## config.mk

```make
export PLATFORM = sky130hd
export DESIGN_NAME = jtmx5k_sndrom_server
export DESIGN_NICKNAME = d
export VERILOG_FILES = /design/src/rtl/jtmx5k_sndrom_server.sv
export SDC_FILE = /design/constraint.sdc
export NUM_CORES = 1
export LEC_CHECK = 0
export ABC_AREA = 0
export CAP_MARGIN = 0
export CORE_AREA = 2 2 127 129
export DETAILED_ROUTE_END_ITERATION = 8
export DIE_AREA = 0 0 129 131
export GPL_TIMING_DRIVEN = 0
export PLACE_DENSITY = 0.59
export SLEW_MARGIN = 25
export SYNTH_ARGS = -nofsm -noshare
export SYNTH_HDL_FRONTEND = slang
export SYNTH_SLANG_ARGS = --single-unit
```

## constraint.sdc

```tcl
create_clock -name clk -period 2.5 [get_ports clk]
set_clock_uncertainty 0.15 [all_clocks]
set_input_delay 0.5 -clock clk [delete_from_list [all_inputs] [get_ports clk]]
set_output_delay 0.5 -clock clk [all_outputs]
set_load 0.005 [all_outputs]
```

## src/rtl/jtmx5k_sndrom_server.sv

```systemverilog
// Sound ROM server: three one-word client caches refilled one miss at a time over a 16-bit read bus.
// ST_IDLE | no read outstanding; pick a miss or flush caches while downloading / ST_WAIT | read issued, waiting for mem_rdy
module jtmx5k_sndrom_server #(
    parameter int             ROM_AW      = 15,
    parameter int             PCM_AW      = 18,
    parameter int             MAW         = 22,
    parameter logic [MAW-1:0] ROM_OFFSET  = 22'h0,
    parameter logic [MAW-1:0] PCMA_OFFSET = 22'h4000,
    parameter logic [MAW-1:0] PCMB_OFFSET = 22'h24000
) (
    input  logic              clk,
    input  logic              rst,
    input  logic              downloading,
    input  logic [ROM_AW-1:0] rom_addr,
    input  logic              rom_cs,
    output logic [7:0]        rom_data,
    output logic              rom_ok,
    input  logic [PCM_AW-1:0] pcma_addr,
    input  logic              pcma_cs,
    output logic [7:0]        pcma_dout,
    output logic              pcma_ok,
    input  logic [PCM_AW-1:0] pcmb_addr,
    input  logic              pcmb_cs,
    output logic [7:0]        pcmb_dout,
    output logic              pcmb_ok,
    output logic [MAW-1:0]    mem_addr,
    output logic              mem_rd,
    input  logic [15:0]       mem_din,
    input  logic              mem_rdy
);
    localparam int RTW = ROM_AW - 1;
    localparam int PTW = PCM_AW - 1;
    localparam int TW  = (PTW > RTW) ? PTW : RTW;

    localparam logic [1:0] CL_ROM  = 2'd0;
    localparam logic [1:0] CL_PCMA = 2'd1;
    localparam logic [1:0] CL_PCMB = 2'd2;

    typedef enum logic {ST_IDLE, ST_WAIT} state_t;

    state_t           state_q, state_d;
    logic [1:0]       client_q, client_d;
    logic [TW-1:0]    cap_tag_q, cap_tag_d;
    logic [MAW-1:0]   mem_addr_q, mem_addr_d;
    logic             mem_rd_q, mem_rd_d;
    logic             last_b_q, last_b_d;
    logic [15:0]      rom_word_q, rom_word_d, pcma_word_q, pcma_word_d, pcmb_word_q, pcmb_word_d;
    logic [RTW-1:0]   rom_tag_q, rom_tag_d;
    logic [PTW-1:0]   pcma_tag_q, pcma_tag_d, pcmb_tag_q, pcmb_tag_d;
    logic             rom_valid_q, rom_valid_d, pcma_valid_q, pcma_valid_d, pcmb_valid_q, pcmb_valid_d;

    logic rom_hit, pcma_hit, pcmb_hit;
    logic rom_miss, pcma_miss, pcmb_miss;

    assign rom_hit   = rom_cs  && rom_valid_q  && (rom_tag_q  == rom_addr[ROM_AW-1:1]);
    assign pcma_hit  = pcma_cs && pcma_valid_q && (pcma_tag_q == pcma_addr[PCM_AW-1:1]);
    assign pcmb_hit  = pcmb_cs && pcmb_valid_q && (pcmb_tag_q == pcmb_addr[PCM_AW-1:1]);
    assign rom_miss  = rom_cs  && !rom_hit;
    assign pcma_miss = pcma_cs && !pcma_hit;
    assign pcmb_miss = pcmb_cs && !pcmb_hit;

    assign rom_ok    = rom_hit;
    assign pcma_ok   = pcma_hit;
    assign pcmb_ok   = pcmb_hit;
    assign rom_data  = rom_addr[0]  ? rom_word_q[15:8]  : rom_word_q[7:0];
    assign pcma_dout = pcma_addr[0] ? pcma_word_q[15:8] : pcma_word_q[7:0];
    assign pcmb_dout = pcmb_addr[0] ? pcmb_word_q[15:8] : pcmb_word_q[7:0];
    assign mem_addr  = mem_addr_q;
    assign mem_rd    = mem_rd_q;

    always_comb begin
        state_d      = state_q;
        client_d     = client_q;
        cap_tag_d    = cap_tag_q;
        mem_addr_d   = mem_addr_q;
        mem_rd_d     = mem_rd_q;
        last_b_d     = last_b_q;
        rom_word_d   = rom_word_q;
        pcma_word_d  = pcma_word_q;
        pcmb_word_d  = pcmb_word_q;
        rom_tag_d    = rom_tag_q;
        pcma_tag_d   = pcma_tag_q;
        pcmb_tag_d   = pcmb_tag_q;
        rom_valid_d  = rom_valid_q;
        pcma_valid_d = pcma_valid_q;
        pcmb_valid_d = pcmb_valid_q;
        case (state_q)
            ST_IDLE: begin
                if (downloading) begin
                    rom_valid_d  = 1'b0;
                    pcma_valid_d = 1'b0;
                    pcmb_valid_d = 1'b0;
                end else if (rom_miss) begin
                    client_d   = CL_ROM;
                    cap_tag_d  = TW'(rom_addr[ROM_AW-1:1]);
                    mem_addr_d = ROM_OFFSET + MAW'(rom_addr[ROM_AW-1:1]);
                    mem_rd_d   = 1'b1;
                    state_d    = ST_WAIT;
                end else if (pcma_miss && (!pcmb_miss || last_b_q)) begin
                    // last_b_q set means B was served last, so A gets the tie
                    client_d   = CL_PCMA;
                    cap_tag_d  = TW'(pcma_addr[PCM_AW-1:1]);
                    mem_addr_d = PCMA_OFFSET + MAW'(pcma_addr[PCM_AW-1:1]);
                    mem_rd_d   = 1'b1;
                    last_b_d   = 1'b0;
                    state_d    = ST_WAIT;
                end else if (pcmb_miss) begin
                    client_d   = CL_PCMB;
                    cap_tag_d  = TW'(pcmb_addr[PCM_AW-1:1]);
                    mem_addr_d = PCMB_OFFSET + MAW'(pcmb_addr[PCM_AW-1:1]);
                    mem_rd_d   = 1'b1;
                    last_b_d   = 1'b1;
                    state_d    = ST_WAIT;
                end
            end
            ST_WAIT: begin
                if (mem_rdy) begin
                    case (client_q)
                        CL_ROM: begin
                            rom_word_d  = mem_din;
                            rom_tag_d   = cap_tag_q[RTW-1:0];
                            rom_valid_d = 1'b1;
                        end
                        CL_PCMA: begin
                            pcma_word_d  = mem_din;
                            pcma_tag_d   = cap_tag_q[PTW-1:0];
                            pcma_valid_d = 1'b1;
                        end
                        CL_PCMB: begin
                            pcmb_word_d  = mem_din;
                            pcmb_tag_d   = cap_tag_q[PTW-1:0];
                            pcmb_valid_d = 1'b1;
                        end
                        default: ;
                    endcase
                    mem_rd_d = 1'b0;
                    state_d  = ST_IDLE;
                end
            end
            default: state_d = ST_IDLE;
        endcase
    end

    always_ff @(posedge clk) begin
        if (rst) begin
            state_q      <= ST_IDLE;
            client_q     <= CL_ROM;
            cap_tag_q    <= '0;
            mem_addr_q   <= '0;
            mem_rd_q     <= 1'b0;
            last_b_q     <= 1'b1;
            rom_word_q   <= '0;
            pcma_word_q  <= '0;
            pcmb_word_q  <= '0;
            rom_tag_q    <= '0;
            pcma_tag_q   <= '0;
            pcmb_tag_q   <= '0;
            rom_valid_q  <= 1'b0;
            pcma_valid_q <= 1'b0;
            pcmb_valid_q <= 1'b0;
        end else begin
            state_q      <= state_d;
            client_q     <= client_d;
            cap_tag_q    <= cap_tag_d;
            mem_addr_q   <= mem_addr_d;
            mem_rd_q     <= mem_rd_d;
            last_b_q     <= last_b_d;
            rom_word_q   <= rom_word_d;
            pcma_word_q  <= pcma_word_d;
            pcmb_word_q  <= pcmb_word_d;
            rom_tag_q    <= rom_tag_d;
            pcma_tag_q   <= pcma_tag_d;
            pcmb_tag_q   <= pcmb_tag_d;
            rom_valid_q  <= rom_valid_d;
            pcma_valid_q <= pcma_valid_d;
            pcmb_valid_q <= pcmb_valid_d;
        end
    end
endmodule

```

# == Word level (Yosys, flattened, before mapping) ==
# Index checks and enable logic that the tools add are counted.
# totals
register_bits,143
inputBits,74
output_inout_bits,50
word_cells,94
# op_classes
n_addsub,2
n_eq_ne,12
muxes,35
bitwise_logic,3
reduce_logical,27
# ops
cell,n
22-bit two-way mux,3
17-bit two-way mux,3
17-bit == test,2
8-bit two-way mux,3
3-bit AND reduction,8
18-bit by 17-bit adder with 19-bit output (first input constant),1
15-bit by 17-bit adder with 18-bit output (first input constant),1
1-bit two-way mux,18
14-bit == test,1
1-bit logical AND,10
1-bit one-hot mux with 2 select lines,5
2-bit two-way mux,3
2-bit by 1-bit inequality test with 1-bit output (second input constant),3
2-bit inequality test (second input constant),3
1-bit logical NOT,4
4-bit inequality test (second input constant),1
4-bit AND reduction,1
1-bit inverter,3
3-bit nonzero test,1
2-bit by 1-bit == test with 1-bit output (second input constant),1
2-bit == test (second input constant),1
2-bit logical NOT,1
2-bit nonzero test,1
1-bit logical OR,1

# == Longest topological paths before layout ==
# Gate-level depths: netlist (run 1).
# depth
depth_word,11
depth_mapped,9
depth_no_buf,7

# == Worst setup path before layout (run 1) ==
# Ideal clock, no wire load.
# synth_timing
kind,input-to-reg
start,input pcmb_addr[14]
end,register cap_tag_q[15]
setup_time_ns,0.120
arrival_time_ns,2.099
t_required_ns,2.230
setup_slack_ns,0.131
cell_stages,8
path_buffers,1
path_cell_list,xor2_1 -> nor4_1 -> nand4_1 -> o21a_1 -> a21oi_2 -> buf_4 -> mux2i_1 -> o2bb2ai_1
# synth_via
elab_chain_len,9
elab_cells_between_ends,11
cone_classes,eq/ne: 1; mux: 2; reduce/logical: 8
# synth_lines
item,line_no,rtl
start: declaration,22,"input logic [PCM_AW-1:0] pcmb_addr,"
17-bit == test (*),57,assign pcmb_hit = pcmb_cs && pcmb_valid_q && (pcmb_tag_q == pcmb_addr[PCM_AW-1:1]);
1-bit logical AND (*),57,
1-bit logical NOT (*),60,assign pcmb_miss = pcmb_cs && !pcmb_hit;
1-bit logical AND (*),60,
1-bit logical NOT,99,end else if (pcma_miss && (!pcmb_miss || last_b_q)) begin
1-bit logical OR,99,
1-bit logical AND,99,
3-bit nonzero test (no line) or 17-bit two-way mux (tied branches),n/a,
3-bit AND reduction (no line) or 17-bit two-way mux (tied branches),n/a,
end signal: assignment,164,cap_tag_q <= cap_tag_d;
end: declaration,43,"logic [TW-1:0] cap_tag_q, cap_tag_d;"
# Every way passes the cells marked *; elsewhere a longest branch is shown, timed or not.
# A chain may end at the register's enable or synchronous reset.

# == Worst setup path in the final report (run 1) ==
# layout_timing
start,input pcma_addr[3]
end,output pcma_ok
# layout_via
elab_chain_len,2
# layout_lines
item,line_no,rtl
start: declaration,18,"input logic [PCM_AW-1:0] pcma_addr,"
17-bit == test,56,assign pcma_hit = pcma_cs && pcma_valid_q && (pcma_tag_q == pcma_addr[PCM_AW-1:1]);
1-bit logical AND,56,
end: declaration,21,"output logic pcma_ok,"
# Every way passes these cells.

==> impl_metrics.py, run 1 <==
metrics = {
    "logic_synthesis": {
        "synth-main-ff-cell": "dfxtp_1",
        "synth_seq_area_share_pct": 43.9,
        "synthesis.area_sq_um": 5750,
        "yosys-top-cells-count": "nand2_1 (200), dfxtp_1 (126), a21oi_1 (103)",
        "synth.most_common_cell": "nand2_1",
        "syn_inst": 692,
        "yosys_warnings": 0,
        "async_reset_ff_share_pct": 0,
        "synth_area_leader_cell": "dfxtp_1",
        "synth-edff-count": 0,
        "synth.top_cell.area_share_pct": 43.9,
        "syn_avg_cell_area_sq_um": 8.31,
        "synth_cell_type_count": 43,
        "synth_seq_cells": 126,
        "netlist_top_cells_area": "dfxtp_1 (44%), nand2_1 (13%), a21oi_1 (9.0%)",
    },
    "grt": {
        "grt_max_degree": 17,
        "grt.total_usage_pct": 23.4,
        "grt_first_pass_wirelength_um": 29400,
        "grt_antenna_before_repair": 2,
        "grt_pass1_vias": 5313,
        "grt.overflow.total": 0,
    },
    "setup_path": {
        "r2r-start": "pcmb_tag_q[16]",
        "critPathBufInv": 3,
        "reg2reg_depth": 8,
        "path_class": "in2out",
        "crit_arrival_ps": 1840,
        "critPathTopFamily": "simple AND/OR/NAND/NOR gates",
        "critPathLaunch": "pcma_addr[3]",
        "path_cells": "dlygate4sd2_1 -> xor2_1 -> nor4_2 -> nand4_1 -> buf_4 -> nor2_2 -> buf_2",
        "worstSetupEndpointType": "primary output",
        "cp_max_fo": 2,
        "start_kind": "input pin",
        "slowest_delay_ps": 320,
        "critPathRequiredTime_ps": 1850,
        "slowest_stage": "nor4_2",
        "cp.depth": 7,
    },
    "die": {
        "die_x_um": 129,
        "start_util_pct": 36.9,
        "ioPinCount": 124,
        "rows": 46,
        "die_area_sq_um": 16900,
        "core_area_sq_um": 15600,
        "die_height_um": 131,
    },
    "hold_path": {
        "whs_path_depth": 3,
        "min_from": "rom_addr[9]",
        "hold_class": "in2reg",
    },
    "timing": {
        "slew_violations": 0,
        "rsz0062_at_grt": "true",
        "max_freq_ghz": 0.401,
        "worst_pin_slew_ps": 650,
        "fin_crit_ps": 2490,
        "setup_slack_ps": 8.33,
        "min_period_over_period_pct": 99.7,
        "fin_setup_tns_ps": 0,
        "finalHoldViolations": 0,
        "setup_viol": 0,
        "maxSlewHeadroom_pct": 56.6,
    },
    "route": {
        "drt_wl_total_um": 19700,
        "ant_nets": 0,
        "first_pass_iters": 5,
        "via_count": 5473,
        "drt_iter0_markers": 385,
        "vias_per_cell": 5.09,
        "wl_per_cell_um": 18.3,
        "post-route-drc-count": 0,
    },
    "cells_and_area": {
        "drive_gt1_share_pct": 15.3,
        "num-fill-cells": 1498,
        "nNetsFinal": 922,
        "area_delta_synth_final_pct": 40.6,
    },
    "power_and_ir_drop": {
        "p_per_area_nw_per_um2": 654,
        "ir_worst_vdd_uv": 458,
        "power_w": 0.00529,
        "switching_share_pct": 23.2,
        "internal_power_w": 0.00406,
        "power_leakage_nw": 3.07,
        "p_seq_share_pct": 39.8,
        "power.switching_w": 0.00123,
        "clkPwrFrac_pct": 49.2,
        "combinationalPowerShare_pct": 11.0,
    },
    "clock_network": {
        "hold_buffers": 0,
        "clock-sinks": 126,
        "clock_path_buffers": 2,
        "clock_latency_ps": 420,
        "path_clk_slew_ps": 50,
        "root_buffer": "clkbuf_16",
        "cts_tree": "built",
        "cts_made_buffers": 17,
        "htree_num_levels": 4,
    },
    "run_status": {
        "status": "finished clean",
    },
    "place": {
        "dp_hpwl_um": 14500,
        "gp_congestion": 0.907,
        "portBuffers": 116,
        "dp_slack_ps": -1030,
    },
    "job": {
        "maxCapViolations": 0,
    },
}
## through the flow
stage               area (sq um)  hold slack (ps)  utilization (%)  instances
global placement            7190              290             46.1       1026
global route                8080              285             51.8       1074
detailed placement          7190              297             46.1       1026
finish                      8080              280             51.8       1075
CTS                         7910              304             50.7       1067
floorplan                   5760              283                -        694
## sequential cells by signal, indices dropped and copies added (netlist names)
register      count
last_b_q          1
pcmb_tag_q       17
client_q          2
pcmb_word_q      16
mem_rd            1
pcmb_valid_q      1
rom_word_q       16
pcma_tag_q       17
mem_addr          5
state_q           1
pcma_word_q      16
cap_tag_q        17
rom_valid_q       1
pcma_valid_q      1
rom_tag_q        14
## power by group through the flow
stage               combinational (W)  clock (W)  sequential [W]
floorplan                    0.000247          0         0.00213
global placement             0.000538          0         0.00214
detailed placement           0.000541          0         0.00215
CTS                          0.000542    0.00262         0.00210
global route                 0.000616    0.00272         0.00211
finish                       0.000580    0.00260         0.00211
## final timing paths
| check | end | slack (ps) |
|---|---|---|
| worst max-delay path | pcma_ok | 8 |
| worst max register to register | cap_tag_q[5] | 40 |
| worst min-delay path | cap_tag_q[8] | 280 |
| worst min register to register | pcmb_word_q[2] | 300 |
## layout make-up
| type | count | area (sq um) | share of cell area [%] |
|---|---|---|---|
| clock buffers | 27 | 523 | 6.47 |
| flip-flops and latches | 126 | 2520 | 31.2 |
| well taps | 216 | 270 | 3.34 |
| clock inverters | 5 | 100 | 1.24 |
| plain buffers | 63 | 358 | 4.43 |
| multi-input cells | 503 | 3070 | 38.0 |
| inverters | 2 | 7.51 | 0.0929 |
| repair buffers | 132 | 1230 | 15.2 |
| diodes | 1 | 2.50 | 0.0310 |
## routing by layer
layer  routed length, um  vias to the layer above  track usage [%]
li1                    -                     2643                -
met1                8680                     2605             29.7
met2                9530                      190             39.6
met3                1060                       33             5.42
met4                 417                        2             7.54
met5                  13                        -                0
## cells in the final DEF (no fill, tap or decap), types with 3 or more instances in the layout
cell and instances:
nand2_1 200, dfxtp_1 125, a21oi_1 103, clkdlybuf4s50_1 66, xor2_1 43, clkbuf_1 42, dlygate4sd2_1 40, buf_4 32
mux2_2 24, clkbuf_16 17, o2bb2ai_1 14, o21bai_1 13, a21boi_0 12, nor2_1 7, a211oi_1 7, clkbuf_8 7
nor4_1 6, nand3_1 6, a211oi_2 6, nor4_2 5, nand4_1 4, buf_6 4, clkbuf_2 4, o2bb2ai_2 4
xor2_2 3, xnor2_1 3, buf_8 3, mux2i_1 3, ha_1 3, conb_1 3, bufinv_16 3
## cell families after synthesis
group / synth area share (%)
other: 0.0652
adder cells (fa/ha/maj): 0.653
flip-flops: 43.9
multiplexers: 5.22
XOR/XNOR: 7.46
AO/OA/AOI/OAI: 19.6
AND/OR/NAND/NOR: 17.4
buffers and inverters: 5.77
## tightest hold or removal path: stages
cell and delay (ps):
clkbuf_2 110, o21bai_1 80, o2bb2ai_1 120
## timing repair
item | 4_1_cts | 5_1_grt
gates cloned | 1 | 1
pin swaps | 24 | 15
buffers inserted | 8 | 6
gates resized for setup | 75 | 41
setup endpoints to repair | 26 | 32
endpoints found under the hold margin | 0 | 0
Note: power is estimated with default switching activity, not from simulation.
==> run 2, diff against run 1 <==
--- a/config.mk
+++ b/config.mk
@@ -16,3 +16,4 @@
 export SYNTH_ARGS = -nofsm -noshare
 export SYNTH_HDL_FRONTEND = slang
 export SYNTH_SLANG_ARGS = --single-unit
+export TNS_END_PERCENT = 100
==> results of run 2 <==
The final DEF is identical to that of run 1; final timing and power are the same.
